**src/rtl/pipe_fetch_unit.sv**
```systemverilog
// pipe_fetch_unit: IF stage of the 5-stage pipeline.
// Generates the fetch PC, runs a single-outstanding req/ack handshake with a
// variable-latency instruction memory, buffers returned words in a prefetch
// queue and drives the IF/ID register. Applies ID redirects while keeping
// exactly one branch-delay-slot instruction.
// Optional build macro: FETCH_BYPASS_EN (ack goes straight into IF/ID when the
// queue is empty and IF/ID loads).
module pipe_fetch_unit #(
    parameter int unsigned DEPTH    = 4,
    parameter logic [31:0] RESET_PC = 32'h0000_0000
) (
    input  logic        clock,
    input  logic        reset,
    output logic        imem_req,
    output logic [31:0] imem_addr,
    input  logic        imem_ack,
    input  logic [31:0] imem_rdata,
    input  logic [1:0]  pcsource,
    input  logic [31:0] bpc,
    input  logic [31:0] rpc,
    input  logic [31:0] jpc,
    input  logic        nostall,
    output logic        id_valid,
    output logic [31:0] id_inst,
    output logic [31:0] id_pc4
);

    localparam int unsigned PW = (DEPTH > 1) ? $clog2(DEPTH) : 1;
    localparam int unsigned CW = $clog2(DEPTH + 1);

    // prefetch queue storage
    logic [31:0]   q_inst_q [DEPTH];
    logic [31:0]   q_pc4_q  [DEPTH];

    logic [PW-1:0] rd_ptr_q, rd_ptr_d;
    logic [PW-1:0] wr_ptr_q, wr_ptr_d;
    logic [CW-1:0] count_q, count_d;
    logic [31:0]   fpc_q, fpc_d;
    logic          imem_req_q, imem_req_d;
    logic [31:0]   imem_addr_q, imem_addr_d;
    logic          discard_q, discard_d;
    logic          id_valid_q, id_valid_d;
    logic [31:0]   id_inst_q, id_inst_d;
    logic [31:0]   id_pc4_q, id_pc4_d;

    logic          ack_fire;
    logic          redirect;
    logic          flush;
    logic          accept;
    logic          load;
    logic          pop;
    logic          bypass;
    logic          enq;
    logic          hold;
    logic [31:0]   target;
    logic [31:0]   issue_pc;

    // datapath decisions for this edge: handshake, redirect, queue, IF/ID
    always_comb begin
        ack_fire = imem_req_q & imem_ack;
        redirect = id_valid_q & nostall & (pcsource != 2'b00);

        case (pcsource)
            2'b01:   target = bpc;
            2'b10:   target = rpc;
            default: target = jpc;
        endcase
        target = target & ~32'd3;

        // With a queued delay slot everything behind the head is wrong-path;
        // with an empty queue the in-flight word is the delay slot and is kept.
        flush  = redirect & (count_q != '0);
        accept = ack_fire & ~discard_q & ~flush;
        load   = nostall | ~id_valid_q;
        pop    = load & (count_q != '0);
`ifdef FETCH_BYPASS_EN
        bypass = load & (count_q == '0) & accept;
`else
        bypass = 1'b0;
`endif
        enq    = accept & ~bypass;

        // discard bookkeeping for a wrong-path request still in flight
        discard_d = discard_q;
        if (ack_fire && discard_q) begin
            discard_d = 1'b0;
        end
        if (flush && imem_req_q && !imem_ack) begin
            discard_d = 1'b1;
        end

        // queue pointers and occupancy
        rd_ptr_d = rd_ptr_q;
        wr_ptr_d = wr_ptr_q;
        count_d  = count_q;
        if (flush) begin
            rd_ptr_d = wr_ptr_q;
            count_d  = '0;
        end else begin
            if (pop) begin
                rd_ptr_d = rd_ptr_q + PW'(1);
            end
            if (enq) begin
                wr_ptr_d = wr_ptr_q + PW'(1);
            end
            count_d = count_q + CW'(enq) - CW'(pop);
        end

        // IF/ID register
        id_valid_d = id_valid_q;
        id_inst_d  = id_inst_q;
        id_pc4_d   = id_pc4_q;
        if (load) begin
            if (count_q != '0) begin
                id_valid_d = 1'b1;
                id_inst_d  = q_inst_q[rd_ptr_q];
                id_pc4_d   = q_pc4_q[rd_ptr_q];
            end else if (bypass) begin
                id_valid_d = 1'b1;
                id_inst_d  = imem_rdata;
                id_pc4_d   = imem_addr_q + 32'd4;
            end else begin
                id_valid_d = 1'b0;
            end
        end

        // request issue: hold until ack, then reissue while a slot remains
        hold        = imem_req_q & ~imem_ack;
        issue_pc    = redirect ? target : fpc_q;
        fpc_d       = issue_pc;
        imem_req_d  = imem_req_q;
        imem_addr_d = imem_addr_q;
        if (!hold) begin
            imem_req_d = (count_d < CW'(DEPTH));
            if (count_d < CW'(DEPTH)) begin
                imem_addr_d = issue_pc;
                fpc_d       = issue_pc + 32'd4;
            end
        end
    end

    // control and IF/ID state, asynchronously reset
    always_ff @(posedge clock or posedge reset) begin
        if (reset) begin
            rd_ptr_q    <= '0;
            wr_ptr_q    <= '0;
            count_q     <= '0;
            fpc_q       <= RESET_PC;
            imem_req_q  <= 1'b0;
            imem_addr_q <= RESET_PC;
            discard_q   <= 1'b0;
            id_valid_q  <= 1'b0;
            id_inst_q   <= '0;
            id_pc4_q    <= '0;
        end else begin
            rd_ptr_q    <= rd_ptr_d;
            wr_ptr_q    <= wr_ptr_d;
            count_q     <= count_d;
            fpc_q       <= fpc_d;
            imem_req_q  <= imem_req_d;
            imem_addr_q <= imem_addr_d;
            discard_q   <= discard_d;
            id_valid_q  <= id_valid_d;
            id_inst_q   <= id_inst_d;
            id_pc4_q    <= id_pc4_d;
        end
    end

    // queue storage write; contents are qualified by count so need no reset
    always_ff @(posedge clock) begin
        if (enq) begin
            q_inst_q[wr_ptr_q] <= imem_rdata;
            q_pc4_q[wr_ptr_q]  <= imem_addr_q + 32'd4;
        end
    end

    assign imem_req  = imem_req_q;
    assign imem_addr = imem_addr_q;
    assign id_valid  = id_valid_q;
    assign id_inst   = id_inst_q;
    assign id_pc4    = id_pc4_q;

endmodule

```
**config.mk**
```make
export PLATFORM = sky130hd
export DESIGN_NAME = pipe_fetch_unit
export DESIGN_NICKNAME = d
export VERILOG_FILES = /design/src/rtl/pipe_fetch_unit.sv
export SDC_FILE = /design/constraint.sdc
export NUM_CORES = 1
export LEC_CHECK = 0
export CORE_MARGIN = 2
export CORE_UTILIZATION = 55
export DETAILED_ROUTE_END_ITERATION = 16
export GPL_ROUTABILITY_DRIVEN = 0
export PLACE_DENSITY = 0.83
export SLEW_MARGIN = 0
export SYNTH_ARGS = -nofsm -noshare
export SYNTH_HDL_FRONTEND = slang
export SYNTH_SLANG_ARGS = --single-unit
export TNS_END_PERCENT = 10
```
**constraint.sdc**
```tcl
create_clock -name clock -period 5.3 [get_ports clock]
set_input_delay 1.06 -clock clock [delete_from_list [all_inputs] [get_ports clock]]
set_output_delay 1.06 -clock clock [all_outputs]
set_load 0.02 [all_outputs]
```
==> flow_summary.ini <==
[status]
status = complete, no violations

[timing]
max_slew_margin_pct = 29.1
final.period_utilization_pct = 79.8
fmax_mhz = 236
final_max_slew_viol_count = 0
setup_viol = 0
holdWs_ps = 487
finalClockSkew_ps = 17.8
finalHoldViolCount = 0
setup_tns_ps = 0
rsz0062_at_grt = no
period_minus_slack_ps = 4230
fin_ws_ps = 1070
worst_slew_pin_slew_ps = 1060

[cts]
cts_hold_buffers = 0
clock_latency_ps = 530
htreeDepth = 2
cts_buffers = 39
cts_setup_buffers = 0
clk_pin_slew_worst_paths_ps = 60
clockRootBuffer = clkbuf_16
cts_sinks = 394
clock_path_buffers = 3
cts_tree = yes
cts_resized = 0

[power_and_ir_drop]
power_mw = 11.9
pwr_density_cell_nw_per_um2 = 590
switching_share_pct = 32.9
worst_ir_drop_vdd_mv = 0.304
pwr-share-comb_pct = 35.3
p_seq_share_pct = 42.1
switchingPower_mw = 3.92
p_int_mw = 7.99
p_leak_nw = 7.22
clkPwrFrac_pct = 22.6

[floorplan]
chipWidth_um = 176
initial_utilization_pct = 56.1
die_h_um = 176
dieArea_um2 = 30800
placeableCoreArea_um2 = 28900
num_rows = 62
io_pins = 232

[run]
drv_cap = 0

[critical_path]
worstSetupPathType = input port to register
r2r_slack_ps = 1550
rr_startpoint = count_q[1]
reg2reg_depth = 15
cp_slowest_cell = clkdlybuf4s50_1
cp_max_fo = 7
end_kind = register
cp_common_cell = inv_1
critical_path_required_ps = 5760
cp-startpoint = pcsource[0]
timing.rr.end = fpc_q[26]
cpPeakStageDelay_ps = 430
endpoint = fpc_q[26]
start_kind = input port
worstPathArrival_ps = 4680
crit_chain = clkdlybuf4s50_1, inv_1, ha_2, nand3b_4, nor2_1, nor3_1, inv_1, ha_1, inv_1, ha_1, inv_1, fa_1, xnor3_1, a21oi_1, nor3b_1, nand4_2, nor4_1, xnor2_1

[synth]
synthArstFlopShare_pct = 35.0
synth_seq_area_share_pct = 68.8
synth_edf_count = 256
synth_area_um2 = 16200
netlist.area_leader.share_pct = 47.5
synth_cells = 981
synth_ff_type = edfxtp_1
ys_top_cells_by_area = edfxtp_1 47%, dfrtp_1 21%, mux4_2 8.9%
synth_top_area_cell = edfxtp_1
synth_seq_cells = 394
yosysUniqueCellTypes = 52
syn_nets = 1127
syn_avg_cell_area_um2 = 16.5
ys_warn_count = 0

[place]
dp_slack_ps = 546
dp_hpwl_mm = 21.8
dp.cells = 1560
portBuffers = 225

[global_routing]
grt_pass1_wl_mm = 54.3
grt.total_usage_pct = 23.1
grt_antenna_before_repair = 0
grt_start_max_net_pins = 92
grt_pass1_vias = 9912
grt_overflow = 0

[final_layout]
drive_above_1_share_pct = 18.6
nets = 1363
layout.cells.non_filler = 1632
diodes = 0
syn2layout_area_growth_pct = 24.6

[routing]
vias = 9414
via_per_inst = 5.77
wire_per_inst_um = 21.4
dr.pass1.iters = 5
ant_nets = 0
first_iter_violations = 729
routed_wl_mm = 35.0
drc = 0

[hold_path]
hold_class = register to register
[per-layer routing]
metal / wire [um] / part of all wire (%) / vias up / global-route usage, %
met5: 0 / 0 / - / 0
met4: 1220 / 3.5 / 0 / 8.82
met3: 2110 / 6.0 / 69 / 3.83
li1: - / - / 4252 / -
met2: 17500 / 50 / 343 / 39.2
met1: 14100 / 40 / 4750 / 30.2
[cells in the mapped netlist (all sizes together) (4+ instances only)]
cell    number
mux4        64
inv         10
mux2        70
a222oi       5
nor4         6
nor3        14
a22oi       31
and2        20
a21oi       30
dfrtp      138
clkbuf      30
nor2        75
nand4        8
edfxtp     256
a211o       19
a21o         4
ha          11
a31oi        7
buf         19
and4         5
xnor2       42
nand2       43
nand3       17
and3         6
a211oi      11
xor2        15
[state kept, by name, indices dropped and copies added (netlist names)]
name       flops
q_inst_q     128
q_pc4_q      128
fpc_q         32
id_inst       32
id_pc4        32
imem_addr     32
count_q        3
rd_ptr_q       2
wr_ptr_q       2
discard_q      1
id_valid       1
imem_req       1
[placed cells by master, fill, tap and decap left out, types with 9 or more instances in the layout]
master,synthesis,final
mux2_2,70,70
nand2_1,43,43
xnor2_1,42,42
a21oi_1,30,29
buf_4,2,18
ha_1,11,10
and2_1,20,16
a211oi_1,11,11
dfrtp_1,138,136
mux4_2,64,64
edfxtp_1,256,256
nor2_1,75,74
clkbuf_16,0,41
a22oi_1,31,31
nand3_1,17,17
clkdlybuf4s50_1,0,225
xor2_1,15,15
nor3_1,14,14
a211o_1,19,19
inv_1,10,9
[how the worst min path moves through the flow]
| stage | startpoint | end | slack [ps] | cells after the start |
|---|---|---|---|---|
| 3_5_place_dp | fpc_q[0] | fpc_q[0] | 460 | 1 |
| 6_report | fpc_q[0] | fpc_q[0] | 490 | 1 |
| 4_1_cts | fpc_q[0] | fpc_q[0] | 490 | 1 |
| 2_1_floorplan | fpc_q[0] | fpc_q[0] | 440 | 1 |
| 3_3_place_gp | fpc_q[1] | fpc_q[1] | 460 | 1 |
| 5_1_grt | fpc_q[0] | fpc_q[0] | 520 | 1 |
[critical path: cells and delay by family]
family / cells / cell delay [ps]
buffers and inverters: 5 / 690
adder cells (fa/ha/maj): 4 / 980
AO/OA/AOI/OAI: 1 / 60
AND/OR/NAND/NOR: 6 / 1520
XOR/XNOR: 2 / 350
[area by class of cell]
cell class / count / area [um^2]
clock buffer: 54 / 1130
clock inverter: 18 / 133
multi-input combinational: 528 / 4830
timing repair buffer: 244 / 2410
fill: 1883 / 8680
tap: 384 / 480
inverter: 10 / 42.5
sequential: 394 / 11100
[logic make-up after synthesis]
logic type	Yosys count	synth area share [%]
xor gates and xnor gates	58	3.22
AOI/OAI and AO/OA	114	4.99
DFF	394	68.8
muxes	135	13.8
adders and majority gates	12	0.974
and+or+nand+nor	209	6.61
buffers and inverters	59	1.55
[through the flow]
step	util, %	cell area [um^2]
finish	69.9	20200
global route	69.9	20200
CTS	69.9	20200
detailed placement	65.5	18900
global placement	65.5	18900
floorplan	-	16200
[power by group through the flow]
stage / registers (mW) / logic [mW] / clock network, mW
6_report: 5.02 / 4.21 / 2.69
5_1_grt: 5.14 / 4.51 / 2.85
4_1_cts: 5.03 / 4.24 / 2.73
3_5_place_dp: 5.08 / 4.21 / 0
3_3_place_gp: 5.04 / 4.09 / 0
2_1_floorplan: 5.18 / 2.35 / 0
Note: power is estimated with default switching activity, not from simulation.
